<file path="src/rtl/pc_sequencer_if.sv">
// Instruction-fetch and redirect bundle between the PC sequencer, instruction memory and ID.
// The master side is the sequencer and the slave side is imem/decode.
interface pc_sequencer_if #(
  parameter int ADDR_W = 32
);
  logic              fetch_ready;
  logic              stall;
  logic              branch_req;
  logic              branch_taken;
  logic [15:0]       branch_imm;
  logic              jump_req;
  logic [25:0]       jump_index;
  logic              jr_req;
  logic [ADDR_W-1:0] jr_addr;
  logic [ADDR_W-1:0] pc;
  logic              pc_valid;
  logic [ADDR_W-1:0] id_pc;
  logic              flush;
  logic              addr_err;

  modport master (
    input  fetch_ready, stall, branch_req, branch_taken, branch_imm,
           jump_req, jump_index, jr_req, jr_addr,
    output pc, pc_valid, id_pc, flush, addr_err
  );

  modport slave (
    output fetch_ready, stall, branch_req, branch_taken, branch_imm,
           jump_req, jump_index, jr_req, jr_addr,
    input  pc, pc_valid, id_pc, flush, addr_err
  );
endinterface

</file>
<file path="src/rtl/pc_sequencer.sv">
// Program counter owner for the MIPS front end: picks sequential, branch, jump or JR
// targets, handshakes with imem, and flushes the wrong-path fetch on a redirect.
module pc_sequencer #(
  parameter int                ADDR_W   = 32,
  parameter logic [ADDR_W-1:0] RESET_PC = 32'h0000_0000
) (
  input  logic          clk,
  input  logic          rst,
  pc_sequencer_if.master bus
);

  typedef enum logic [1:0] {BOOT, FETCH, WAIT, REDIR} state_t;

  state_t            state, state_next;
  logic [ADDR_W-1:0] pc_q, pc_next;
  logic [ADDR_W-1:0] id_pc_q, id_pc_next;
  logic              addr_err_q, addr_err_next;

  logic              fire;
  logic              redirect;
  logic [ADDR_W-1:0] id_pc_plus4;
  logic [ADDR_W-1:0] branch_off;
  logic [ADDR_W-1:0] target;

  assign bus.pc       = pc_q;
  assign bus.id_pc    = id_pc_q;
  assign bus.pc_valid = (state == FETCH) || (state == WAIT);
  assign bus.flush    = (state == REDIR);
  assign bus.addr_err = addr_err_q;

  assign fire        = bus.pc_valid && bus.fetch_ready;
  assign redirect    = bus.jr_req || bus.jump_req || (bus.branch_req && bus.branch_taken);
  assign id_pc_plus4 = id_pc_q + ADDR_W'(4);
  assign branch_off  = {{(ADDR_W-18){bus.branch_imm[15]}}, bus.branch_imm, 2'b00};

  // Redirect target with JR taking precedence over J/JAL, then a taken branch
  always_comb begin
    target = id_pc_plus4 + branch_off;
    if (bus.jr_req) begin
      target = {bus.jr_addr[ADDR_W-1:2], 2'b00};
    end else if (bus.jump_req) begin
      target = {id_pc_plus4[ADDR_W-1:28], bus.jump_index, 2'b00};
    end
  end

  always_ff @(posedge clk or posedge rst) begin
    if (rst) begin
      state      <= BOOT;
      pc_q       <= RESET_PC;
      id_pc_q    <= '0;
      addr_err_q <= 1'b0;
    end else begin
      state      <= state_next;
      pc_q       <= pc_next;
      id_pc_q    <= id_pc_next;
      addr_err_q <= addr_err_next;
    end
  end

  // Redirects are only honoured while a real instruction sits in ID (FETCH/WAIT) and
  // ID is not stalled; a redirect beats a simultaneous fire, so id_pc stays put.
  always_comb begin
    state_next    = state;
    pc_next       = pc_q;
    id_pc_next    = id_pc_q;
    addr_err_next = 1'b0;
    case (state)
      BOOT:  state_next = FETCH;
      REDIR: state_next = FETCH;
      FETCH, WAIT: begin
        if (!bus.stall && redirect) begin
          pc_next       = target;
          state_next    = REDIR;
          addr_err_next = bus.jr_req && (bus.jr_addr[1:0] != 2'b00);
        end else if (fire) begin
          state_next = FETCH;
          if (!bus.stall) begin
            id_pc_next = pc_q;
            pc_next    = pc_q + ADDR_W'(4);
          end
        end else begin
          state_next = WAIT;
        end
      end
      default: state_next = BOOT;
    endcase
  end

endmodule

</file>
<file path="src/flat_wrapper.sv">
// flat-port wrapper written by rule: the top's interface ports become plain ports
module pc_sequencer_flat 
#(
  parameter int                ADDR_W   = 32,
  parameter logic [ADDR_W-1:0] RESET_PC = 32'h0000_0000
)
  (clk, rst, bus_fetch_ready, bus_stall, bus_branch_req, bus_branch_taken, bus_branch_imm, bus_jump_req, bus_jump_index, bus_jr_req, bus_jr_addr, bus_pc, bus_pc_valid, bus_id_pc, bus_flush, bus_addr_err);
  pc_sequencer_if #(.ADDR_W(ADDR_W)) bus_i ();
  input  logic clk;
  input  logic rst;
  input wire logic [$bits(bus_i.fetch_ready)-1:0] bus_fetch_ready;
  input wire logic [$bits(bus_i.stall)-1:0] bus_stall;
  input wire logic [$bits(bus_i.branch_req)-1:0] bus_branch_req;
  input wire logic [$bits(bus_i.branch_taken)-1:0] bus_branch_taken;
  input wire logic [$bits(bus_i.branch_imm)-1:0] bus_branch_imm;
  input wire logic [$bits(bus_i.jump_req)-1:0] bus_jump_req;
  input wire logic [$bits(bus_i.jump_index)-1:0] bus_jump_index;
  input wire logic [$bits(bus_i.jr_req)-1:0] bus_jr_req;
  input wire logic [$bits(bus_i.jr_addr)-1:0] bus_jr_addr;
  output wire logic [$bits(bus_i.pc)-1:0] bus_pc;
  output wire logic [$bits(bus_i.pc_valid)-1:0] bus_pc_valid;
  output wire logic [$bits(bus_i.id_pc)-1:0] bus_id_pc;
  output wire logic [$bits(bus_i.flush)-1:0] bus_flush;
  output wire logic [$bits(bus_i.addr_err)-1:0] bus_addr_err;
  assign bus_i.fetch_ready = bus_fetch_ready;
  assign bus_i.stall = bus_stall;
  assign bus_i.branch_req = bus_branch_req;
  assign bus_i.branch_taken = bus_branch_taken;
  assign bus_i.branch_imm = bus_branch_imm;
  assign bus_i.jump_req = bus_jump_req;
  assign bus_i.jump_index = bus_jump_index;
  assign bus_i.jr_req = bus_jr_req;
  assign bus_i.jr_addr = bus_jr_addr;
  assign bus_pc = bus_i.pc;
  assign bus_pc_valid = bus_i.pc_valid;
  assign bus_id_pc = bus_i.id_pc;
  assign bus_flush = bus_i.flush;
  assign bus_addr_err = bus_i.addr_err;
  pc_sequencer #(.ADDR_W(ADDR_W), .RESET_PC(RESET_PC)) u_core (.clk(clk), .rst(rst), .bus(bus_i));
endmodule
</file>
<file path="config.mk">
export PLATFORM = sky130hd
export DESIGN_NAME = pc_sequencer_flat
export DESIGN_NICKNAME = d
export VERILOG_FILES = /design/src/rtl/pc_sequencer_if.sv /design/src/rtl/pc_sequencer.sv /design/src/flat_wrapper.sv
export SDC_FILE = /design/constraint.sdc
export NUM_CORES = 1
export LEC_CHECK = 0
export CORE_UTILIZATION = 55
export CTS_CLUSTER_SIZE = 40
export DETAILED_ROUTE_END_ITERATION = 12
export PLACE_DENSITY = 0.92
export SLEW_MARGIN = 0
export SYNTH_ARGS = -nofsm -noshare
export SYNTH_HDL_FRONTEND = slang
export SYNTH_SLANG_ARGS = --single-unit
</file>
<file path="constraint.sdc">
create_clock -name clk -period 5.3 [get_ports clk]
set_clock_uncertainty 0.1 [all_clocks]
set_input_delay 0.53 -clock clk [delete_from_list [all_inputs] [get_ports clk]]
set_output_delay 0.53 -clock clk [all_outputs]
set_load 0.1 [all_outputs]
</file>
==> reports/metrics.cfg <==
[clock_network]
clk_pin_slew_ps = 70
clkSinkCount = 67
root_buffer = clkbuf_8
postCtsHoldBufs = 0
htreeDepth = 3
cts_max_path_buffers = 2
cts_setup_buffers = 0
cts_buffers = 9
cts.repair.resized = 0
clk_latency_ps = 360
cts_tree = built

[timing]
worst_pin_slew_ps = 1020
fin_crit_ps = 4290
fmax_ghz = 0.233
worst_slack_ps = 1010
finalHoldViolations = 0
finalSetupViolations = 0
rsz0062_at_grt = false
slew_violations = 0
slew_headroom_pct = 31.5
fin_crit_sh_pct = 80.9
finalSetupTns_ps = 0

[detailed_routing]
drt-total-wl_um = 21300
drt_iter0_markers = 701
num_vias = 6960
wl_met1_um = 8410
vias_per_cell = 6.59
ant_nets = 0
met3_wirelength_um = 2810
wl_met2_um = 9340
drc = 0
first_pass_iters = 6
detail_route.wl_per_cell_um = 20.2
highest_layer = met4

[yosys]
synth_edf_count = 0
synth_commonest_cells = nand2_1, dfrtp_1, nor2_1
synth_warnings = 0
synth.most_common_cell = nand2_1
synth_fp_nets = 904
ys_seq_area_share_pct = 28.0
syn_avg_cell_area_um2 = 7.65
synthAdderAreaFrac_pct = 8.05
synth_mux_area_share_pct = 1.00
synthFlopType = dfrtp_1
synth-compound-area-share_pct = 26.5
synth-async-reset-ratio_pct = 100
synth_top_area_cell = dfrtp_1
synth_seq_cells = 67
synth_xor_area_share_pct = 6.28
synth_top_family_by_area = simple AND/OR/NAND/NOR gates
synth_cells = 784
netlist_area_um2 = 6000
synth-simple-area-share_pct = 26.6
synth_top_area_share_pct = 28.0
yosys-top-cells-area = dfrtp_1, nand2_1, ha_1
synth_cell_type_count = 78

[global_routing]
grt_first_pass_wirelength_um = 33100
antenna_found_initial = 1
grt_pass1_vias = 6397
grt_start_max_net_pins = 68
grt.total_usage_pct = 37.9
overflow = 0

[worst_setup_path]
worstSetupPathType = register to register
cpPeakStageDelay_ps = 680
crit_chain = ha_1 > inv_1 > nor4_1 > nand4_1 > xnor2_1 > ha_1 > a21oi_1 > o221ai_1 > a21oi_1 > o21ai_0 > o21ai_1 > a21o_1 > a2111oi_0 > nand2_1
path_max_fanout = 9
startpoint_type = register
critPathBufInv = 1
cp_slowest_cell = nor4_1
cp.required_ps = 5440
crit_family = compound AO/OA/AOI/OAI gates
arrival_ps = 4420
end_kind = register

[die]
dieArea_um2 = 11300
die_h_um = 106
io_pins = 149
start_util_pct = 57.3
fp.dieW_um = 106
row_count = 37
coreArea_um2 = 10500

[outcome]
status = completed

[final_layout]
final_nets = 1034
seqCellArea_um2 = 1680
nFillCells = 821
design_area_um2 = 7760
area_growth_pct = 29.3
multi_input_area_um2 = 4110
drive_above_1_share_pct = 4.57

[placement]
gp_congestion = 0.977
dp_slack_ps = 1180
numPortBuffers = 148
placedInstanceArea_um2 = 7570
dp_hpwl_um = 16100

[flow_run]
cap_violations = 0

[worst_hold_path]
hold_path.class = register to register

final cells by class:
type	instances	share of cell area [%]
Clock buffer	11	1.69
Clock inverter	5	0.694
Sequential cell	67	21.6
Tap cell	136	2.19
Inverter	17	0.823
Timing Repair Buffer	157	20.0
Antenna cell	1	0.0323
Multi-Input combinational cell	662	53.0
logic make-up (layout without fill, tap and decap cells):
logic type               after synthesis  after routing
adder cells (fa/ha/maj)               38             38
buffers and inverters                 55            190
other                                  0              1
AND/OR/NAND/NOR                      334            334
flip-flops                            67             67
AO/OA/AOI/OAI                        241            241
XOR/XNOR                              43             43
multiplexers                           6              6
worst reg2reg max path: stages (launching register included):
cell and delay [ps]:
dfrtp_1 450, ha_1 260, inv_1 80, nor4_1 680
nand4_1 230, xnor2_1 170, ha_1 440, a21oi_1 150
o221ai_1 230, a21oi_1 130, o21ai_0 420, o21ai_1 190
a21o_1 210, a2111oi_0 350, nand2_1 80
cells in the final DEF, fill, tap and decap left out, types with 5 or more instances in the layout:
master | netlist | final
nor3_1 | 11 | 11
inv_1 | 16 | 15
o21ai_1 | 5 | 5
mux2i_1 | 6 | 6
ha_1 | 37 | 37
a22oi_1 | 5 | 5
a21o_1 | 18 | 18
xor2_1 | 13 | 13
and3_1 | 18 | 18
nand3_1 | 22 | 22
o22ai_1 | 8 | 8
buf_4 | 0 | 9
and4_1 | 9 | 9
a21oi_1 | 49 | 49
o211ai_1 | 10 | 10
nand4_1 | 24 | 24
clkbuf_8 | 0 | 9
xnor2_1 | 30 | 30
a31oi_1 | 13 | 13
a2111oi_0 | 5 | 5
nor2_1 | 60 | 59
clkdlybuf4s50_1 | 0 | 148
o21bai_1 | 8 | 8
dfrtp_1 | 67 | 67
a211oi_1 | 12 | 12
nand2_1 | 158 | 158
o21ai_0 | 59 | 59
sequential cells by signal, summed over array words and instances, names as in the netlist:
name / count
u_core.bus.id_pc: 32
u_core.bus.pc: 32
u_core.state: 2
u_core.bus.addr_err: 1
through the flow:
| stage | cells | hold slack, ps | util [%] |
|---|---|---|---|
| CTS | 1055 | 430 | 74.1 |
| global route | 1055 | 449 | 74.1 |
| global placement | 1039 | 385 | 72.4 |
| detailed placement | 1039 | 407 | 72.4 |
| floorplan | 784 | 536 | - |
| finish | 1056 | 426 | 74.1 |
layer usage:
layer | GRT usage, % | vias to the layer above
li1 | - | 3146
met1 | 52.3 | 3238
met2 | 56.2 | 506
met3 | 10.2 | 70
met4 | 15.0 | 0
met5 | 0 | -
final timing paths:
check | from | to | slack, ps | cells after the start
min in group asynchronous | rst | u_core.bus.id_pc[27]$_DFFE_PP0P_ | 650 | 3
setup / recovery | u_core.bus.id_pc[3]$_DFFE_PP0P_ | u_core.bus.pc[31]$_DFFE_PP0P_ | 1010 | 14
setup reg to reg | u_core.bus.id_pc[3]$_DFFE_PP0P_ | u_core.bus.pc[31]$_DFFE_PP0P_ | 1010 | 14
hold reg to reg | u_core.bus.pc[1]$_DFFE_PP0P_ | u_core.bus.id_pc[1]$_DFFE_PP0P_ | 430 | 2
hold / removal | u_core.bus.pc[1]$_DFFE_PP0P_ | u_core.bus.id_pc[1]$_DFFE_PP0P_ | 430 | 2
max in group asynchronous | rst | u_core.bus.id_pc[13]$_DFFE_PP0P_ | 3880 | 3
Power is left out: the tool's default activity adds up to more than one toggle a clock period on the data nets, which glitch-free logic cannot reach.
